--- config.mk ---
export PLATFORM = sky130hd
export DESIGN_NAME = alu_nibble_seq
export DESIGN_NICKNAME = d
export VERILOG_FILES = /design/src/rtl/alu_nibble_seq.sv
export SDC_FILE = /design/constraint.sdc
export NUM_CORES = 1
export LEC_CHECK = 0
export ABC_AREA = 0
export BUFFER_PORTS_ARGS = -buffer_cell sky130_fd_sc_hd__buf_2
export CORE_MARGIN = 2
export CORE_UTILIZATION = 45
export DETAILED_ROUTE_END_ITERATION = 6
export GPL_TIMING_DRIVEN = 0
export PLACE_DENSITY = 0.73
export SETUP_SLACK_MARGIN = 0.3
export SYNTH_ARGS = -nofsm -noshare
export SYNTH_HDL_FRONTEND = slang
export SYNTH_SLANG_ARGS = --single-unit
--- constraint.sdc ---
create_clock -name clk -period 3.6 [get_ports clk]
set_input_delay 0.72 -clock clk [delete_from_list [all_inputs] [get_ports clk]]
set_output_delay 0.72 -clock clk [all_outputs]
set_load 0.03 [all_outputs]
--- src/rtl/alu_nibble_seq.sv ---
`default_nettype none
// ----------------------------------------------------------------------------
// alu_nibble_seq : WIDTH-bit Y86 add/sub/cmp/and run through one 4-bit slice,
//                  one nibble per cycle, LSB first. Optional abort: ALU_SEQ_ABORT_EN
// Revision 1.0
// ----------------------------------------------------------------------------
module alu_nibble_seq #(
  parameter int WIDTH = 64
) (
  input  logic             clk,
  input  logic             rst,
`ifdef ALU_SEQ_ABORT_EN
  input  logic             abort,
`endif
  input  logic             req_valid,
  output logic             req_ready,
  input  logic [1:0]       req_op,
  input  logic [WIDTH-1:0] req_a,
  input  logic [WIDTH-1:0] req_b,
  output logic             resp_valid,
  input  logic             resp_ready,
  output logic [WIDTH-1:0] resp_y,
  output logic [3:0]       cc
);
  localparam int NIB = WIDTH / 4;
  localparam int IW  = $clog2(NIB);
  localparam logic [1:0]    OP_ADD = 2'b00;
  localparam logic [1:0]    OP_SUB = 2'b01;
  localparam logic [1:0]    OP_CMP = 2'b10;
  localparam logic [1:0]    OP_AND = 2'b11;
  localparam logic [IW-1:0] LAST   = IW'(NIB - 1);

  typedef enum logic [1:0] {
    ST_IDLE = 2'd0,
    ST_RUN  = 2'd1,
    ST_DONE = 2'd2
  } state_t;

  state_t           state;
  logic [1:0]       op;
  logic [WIDTH-1:0] a_sr;
  logic [WIDTH-1:0] b_sr;
  logic [WIDTH-5:0] acc;
  logic             carry;
  logic [IW-1:0]    idx;
  logic             a_msb;
  logic             b_msb;

  logic             abort_run;
`ifdef ALU_SEQ_ABORT_EN
  assign abort_run = abort;
`else
  assign abort_run = 1'b0;
`endif

  logic             is_sub;
  logic [3:0]       nib_a;
  logic [3:0]       nib_b_eff;
  logic [4:0]       sum5;
  logic [3:0]       nib_out;
  logic             cout;
  logic [WIDTH-1:0] r_full;
  logic             r_zf;
  logic             r_of;
  logic             r_cf;

  // The accumulator holds the nibbles already produced; the current slice
  // output becomes the top nibble, so r_full is the whole result on the last step.
  always_comb begin
    is_sub    = (op == OP_SUB) || (op == OP_CMP);
    nib_a     = a_sr[3:0];
    nib_b_eff = is_sub ? ~b_sr[3:0] : b_sr[3:0];
    sum5      = {1'b0, nib_a} + {1'b0, nib_b_eff} + {4'b0000, carry};
    nib_out   = sum5[3:0];
    cout      = sum5[4];
    if (op == OP_AND) begin
      nib_out = nib_a & b_sr[3:0];
      cout    = 1'b0;
    end
    r_full = {nib_out, acc};
    r_zf   = (r_full == '0);
    r_of   = 1'b0;
    r_cf   = 1'b0;
    case (op)
      OP_ADD: begin
        r_of = (a_msb == b_msb) && (nib_out[3] != a_msb);
        r_cf = cout;
      end
      OP_SUB, OP_CMP: begin
        r_of = (a_msb != b_msb) && (nib_out[3] != a_msb);
        r_cf = ~cout;
      end
      default: begin
        r_of = 1'b0;
        r_cf = 1'b0;
      end
    endcase
  end

  always_ff @(posedge clk) begin
    if (rst) begin
      state      <= ST_IDLE;
      req_ready  <= 1'b1;
      resp_valid <= 1'b0;
      resp_y     <= '0;
      cc         <= 4'b0000;
      carry      <= 1'b0;
      idx        <= '0;
      op         <= OP_ADD;
      a_sr       <= '0;
      b_sr       <= '0;
      acc        <= '0;
      a_msb      <= 1'b0;
      b_msb      <= 1'b0;
    end else begin
      case (state)
        ST_IDLE: begin
          if (req_valid && req_ready) begin
            op        <= req_op;
            a_sr      <= req_a;
            b_sr      <= req_b;
            a_msb     <= req_a[WIDTH-1];
            b_msb     <= req_b[WIDTH-1];
            carry     <= (req_op == OP_SUB) || (req_op == OP_CMP);
            idx       <= '0;
            req_ready <= 1'b0;
            state     <= ST_RUN;
          end
        end
        ST_RUN: begin
          if (abort_run) begin
            carry     <= 1'b0;
            idx       <= '0;
            req_ready <= 1'b1;
            state     <= ST_IDLE;
          end else begin
            a_sr  <= a_sr >> 4;
            b_sr  <= b_sr >> 4;
            acc   <= r_full[WIDTH-1:4];
            carry <= cout;
            if (idx == LAST) begin
              resp_y     <= (op == OP_CMP) ? '0 : r_full;
              cc         <= {r_zf, r_full[WIDTH-1], r_of, r_cf};
              resp_valid <= 1'b1;
              state      <= ST_DONE;
            end else begin
              idx <= idx + 1'b1;
            end
          end
        end
        ST_DONE: begin
          if (resp_ready) begin
            resp_valid <= 1'b0;
            req_ready  <= 1'b1;
            state      <= ST_IDLE;
          end
        end
        default: begin
          resp_valid <= 1'b0;
          req_ready  <= 1'b1;
          state      <= ST_IDLE;
        end
      endcase
    end
  end

endmodule
`default_nettype wire

---- Word level (Yosys, flattened, before mapping) ----
Index checks and enable logic that the tools add are counted.
W data, S select, Z words.
cells by class
  add/sub/neg operators ................... 3
  equality and inequality tests ........... 15
  mux-type cells .......................... 25
  bitwise logic cells ..................... 5
  reductions and logical operators ........ 17
operators with widths
  kind                   number
  $pmux W64 S2           2
  $mux W64               3
  $logic_not A64 Y1      1
  $mux W4                4
  $reduce_and A3 Y1      4
  $eq A2 B2 Y1 const B   4
  $ne A2 B2 Y1 const B   4
  $pmux W4 S2            1
  $eq A2 B1 Y1 const B   3
  $mux W1                6
  $mux W2                3
  $pmux W1 S2            3
  $pmux W1 S3            2
  $pmux W2 S3            1
  $reduce_and A2 Y1      3
  $add A4 B4 Y5          1
  $add A5 B1 Y5          1
  $add A4 B1 Y4 const B  1
  $and A4 B4 Y4          1
  $eq A4 B4 Y1 const B   1
  $logic_not A2 Y1       2
  $not A4 Y4             1
  $logic_and A1 B1 Y1    3
  $not A1 Y1             3
  5 further kinds        7
word-level totals
  bits in registers ....................... 269
  input bits .............................. 134
  output and inout port bits .............. 70

---- Logic depth before layout (Yosys ltp) ----
  depth after elaboration ................. 9
  mapped depth ............................ 12
  gate-level depth less buffers ........... 11

---- Least setup slack after synthesis ----
OpenSTA, ideal clock, no wires.
  path type ............................... reg2reg
  start point ............................. register op[0]
  end point ............................... register cc[3]
  library setup time ...................... 0.069 ns
  data arrival time ....................... 2.750 ns
  data required time ...................... 3.531 ns
  path slack .............................. 0.782 ns
  stages on the path, launching flop included .. 13
  buffers on the path ..................... 1
  cells stage by stage .................... dfxtp_1 inv_1 ha_1 clkbuf_1 xor2_1 fa_1 inv_1 fa_1 nor2_1 a311oi_2 nand4b_1 or4_1 o21ai_1
between the ends
  word-level cells in the longest chain between the ends .. 7
RTL lines
  element                                       line  RTL
  from (decl)                                   40    logic [1:0] op;
  from (signal assigned)                        119   op <= req_op;
  $eq A2 B1 Y1 or $eq A2 B2 Y1 (tied branches)  70    is_sub = (op == OP_SUB) || (op == OP_CMP);
  $logic_or A1 B1 Y1                            70
  $mux W4                                       72    nib_b_eff = is_sub ? ~b_sr[3:0] : b_sr[3:0];
  $add A4 B4 Y5                                 73    sum5 = {1'b0, nib_a} + {1'b0, nib_b_eff} + {4'b0000, carry};
  $add A5 B1 Y5                                 73
  $mux W4 (*)                                   76    if (op == OP_AND) begin
  $logic_not A64 Y1 (*)                         81    r_zf = (r_full == '0);
  to (signal assigned)                          143   cc <= {r_zf, r_full[WIDTH-1], r_of, r_cf};
  to (decl)                                     23    output logic [3:0] cc
Mark *: on every way between the ends. The rest lies on a longest branch, timed or not.
A chain may end at the register's enable or synchronous reset.

---- Worst setup path in the final report ----
  start point ............................. register op[1]
  end point ............................... register cc[3]
The elaborated chain is that of the path after synthesis.

==> run metrics <==
Clk pwr share 40.5%; Req. time, crit path 4.07 ns; via count of the routed design 10.5k; hold_ws 0.433 ns; Antenna Violating Nets Remaining 0; YS warnings 0; area occupied by multi-input gates 5070 um^2; HP Class in2reg; Final nets 1765; fin area 13400 um^2; Avg Cell Area, Syn 7.94 um^2; cell count after synthesis 1387; Logic pwr share 12.7%; unique cell type count in the Yosys netlist 38; Worst Setup Start Kind flip-flop; final WL 29.9 mm; switching share of power 26.0%; number of synthesized flops with an enable pin 0; area delta synth->final 21.3%; RSZ-0062 raised after global routing false; first-pass GRT wire length 48.9 mm; Post-Place Setup Slack 0.385 ns; gr ovfl total 0; Leakage Power 5.26 nW; ys async rst share 0%; 1st-iter DRT viols 764; clk_lat worst skew 0.53 ns; TritonCTS clock tree built; #FFs+latches synth 269; Placeable Area 24200 um^2; Pwr Density 521 nW/um^2; gr busiest metal met2; worst vdd rail ir drop 0.374 mV; Max Slew Vio Count 0; Port-buffer cells 202; post-synthesis sequential area ratio 48.9%; DRC 0; Reg power frac 46.9%; largest net degree at the start of global routing 14; CTS Root Cell clkbuf_16; Sequential cell area 5390 um^2; Post-DP Area 12400 um^2; Via density 5.31; Final setup viols 0; GR Util met3 4.29%; vias in the first global route 9823; I/O pin count 204; CTS H-Tree Depth 1; Mapped Nets 1532; initial core utilization 45.6%; # fillers 2268; Core Rows 57; DIE WIDTH 160 um; Hold Startpoint req_a[62]; Clock Tree Buf Depth 3; met2 GRT Util 37.2%; Initial DRT Pass Iterations 6; status complete, no violations; CP Launch Point op[1]; Final WS setup 0.475 ns; TritonCTS buffer count 28; Clock Skews 0.00864 ns; All-Layer GR Usage 22.7%; detailed placement HPWL 21.7 mm; worst path arrival time 3.59 ns; Critical Path Sink Type flip-flop; Synth Cell Area 11000 um^2; max_slew headroom 44.4%; Worst-path clk slew 0.06 ns; internal power component 0.00516 W; overall power 0.00697 W; Min Clock Period, post-route 3.13 ns; Worst-Margin Slew 0.831 ns; P_sw 0.00181 W; clk sink count 269; final RePlAce weighted congestion 0.876; WS Path Type reg2reg; layout cells sized above 1 18.3%; max cap viols 0; r2r startpoint op[1]; final worst-path cycle share 86.8%; CP Max Fanout 6; Hold Violations, Final 0; WL per Instance 15.2 um; die height 160 um; Setup TNS 0 ns; fmax 320 MHz; die area 25700 um^2; met1 Resource Use GR 30.9%; dominant synthesized flop cell dfxtp_1; antenna violations before repair 11
==> cells in the final DEF, fill, tap and decap left out, drive strengths merged, types with 14 or more instances in the layout <==
master / Yosys / routed
a21oi: 139 / 139
a311oi: 121 / 121
buf: 53 / 256
clkbuf: 70 / 110
dfxtp: 269 / 269
nand2: 433 / 433
nand3: 14 / 14
nand3b: 63 / 63
nor2: 142 / 142
nor4: 16 / 16
==> critical path: stages, from the launching register on <==
cell and delay (ns):
dfxtp_1 0.41, inv_1 0.06, ha_1 0.27, clkbuf_2 0.21, xor2_1 0.19, fa_1 0.23
inv_1 0.06, fa_1 0.50, nor2_1 0.05, a311oi_2 0.36, nand4b_1 0.16, or4_1 0.43
o21ai_1 0.12
==> timing repair <==
item,4_1_cts,5_1_grt
endpoints found under the setup margin,1,1
buffers inserted,0,1
hold buffers,0,0
gates resized for setup,1,1
pin swaps,0,1
==> cell families (layout without fill, tap and decap cells) <==
group | Yosys count | after routing | synth area share [%]
AND/OR/NAND/NOR | 693 | 693 | 26.9
other | 0 | 8 | 0
flip-flops | 269 | 269 | 48.9
XOR/XNOR | 9 | 9 | 0.716
adder cells (fa/ha/maj) | 11 | 11 | 1.39
AO/OA/AOI/OAI | 274 | 274 | 16.9
buffers and inverters | 129 | 379 | 5.09
multiplexers | 2 | 2 | 0.182
==> worst paths after layout <==
kind / end / slack [ns] / cells past startpoint
hold reg to reg: resp_y[42] / 0.45 / 2
hold / removal: a_sr[62] / 0.43 / 3
setup reg to reg: cc[3] / 0.47 / 12
setup / recovery: cc[3] / 0.47 / 12
==> final cells by class <==
class | instances | share of cell area, %
timing repair buffer | 203 | 7.62
multi-input combinational | 989 | 37.9
sequential | 269 | 40.3
inverter | 6 | 0.169
tap | 324 | 3.03
clock buffer | 40 | 6.26
antenna | 8 | 0.150
buffer | 123 | 4.04
clock inverter | 7 | 0.487
==> sequential cells by signal, indices dropped and copies added (netlist names), 2 cells and up <==
| name | flops |
|---|---|
| resp_y | 64 |
| cc | 4 |
| state | 2 |
| acc | 60 |
| idx | 4 |
| a_sr | 64 |
| op | 2 |
| b_sr | 64 |
==> cells in the mapped netlist, types with 2 or more instances <==
cell | n | area, um^2
a211oi_1 | 4 | 30.0
a21oi_1 | 139 | 696
a22oi_1 | 2 | 15.0
a311oi_1 | 120 | 1050
and3_1 | 2 | 12.5
buf_1 | 2 | 7.51
buf_2 | 46 | 230
buf_4 | 5 | 37.5
clkbuf_1 | 70 | 263
dfxtp_1 | 269 | 5390
fa_1 | 2 | 40.0
ha_1 | 9 | 113
inv_1 | 6 | 22.5
mux2i_1 | 2 | 20.0
nand2_1 | 433 | 1630
nand2b_1 | 2 | 12.5
nand3_1 | 14 | 70.1
nand3b_1 | 63 | 473
nand4_1 | 4 | 25.0
nand4b_1 | 2 | 17.5
nor2_1 | 142 | 533
nor2b_1 | 4 | 25.0
nor3_1 | 7 | 35.0
nor4_1 | 16 | 100
o21ai_0 | 2 | 10.0
xnor2_1 | 2 | 17.5
xor2_1 | 7 | 61.3
==> per-layer routing <==
metal	share of wire, %	up-vias
li1	-	5243
met4	2.0	4
met3	6.9	55
met5	0.070	-
met1	45	4854
met2	46	307
==> power groups by stage <==
| stage | Sequential [W] | Combinational (W) | Clock, W |
|---|---|---|---|
| after CTS | 0.00326 | 0.000872 | 0.00286 |
| after floorplan | 0.00330 | 0.000602 | 0 |
| final | 0.00327 | 0.000882 | 0.00282 |
| after detailed placement | 0.00333 | 0.000866 | 0 |
| after global routing | 0.00329 | 0.000986 | 0.00298 |
| after global placement | 0.00332 | 0.000847 | 0 |
==> through the flow <==
step / instances / util [%]
floorplan: 1387 / -
global placement: 1913 / 51.4
detailed placement: 1913 / 51.4
CTS: 1960 / 55.2
global route: 1967 / 55.3
finish: 1969 / 55.3
No activity file was read; power rests on OpenSTA's default activity.
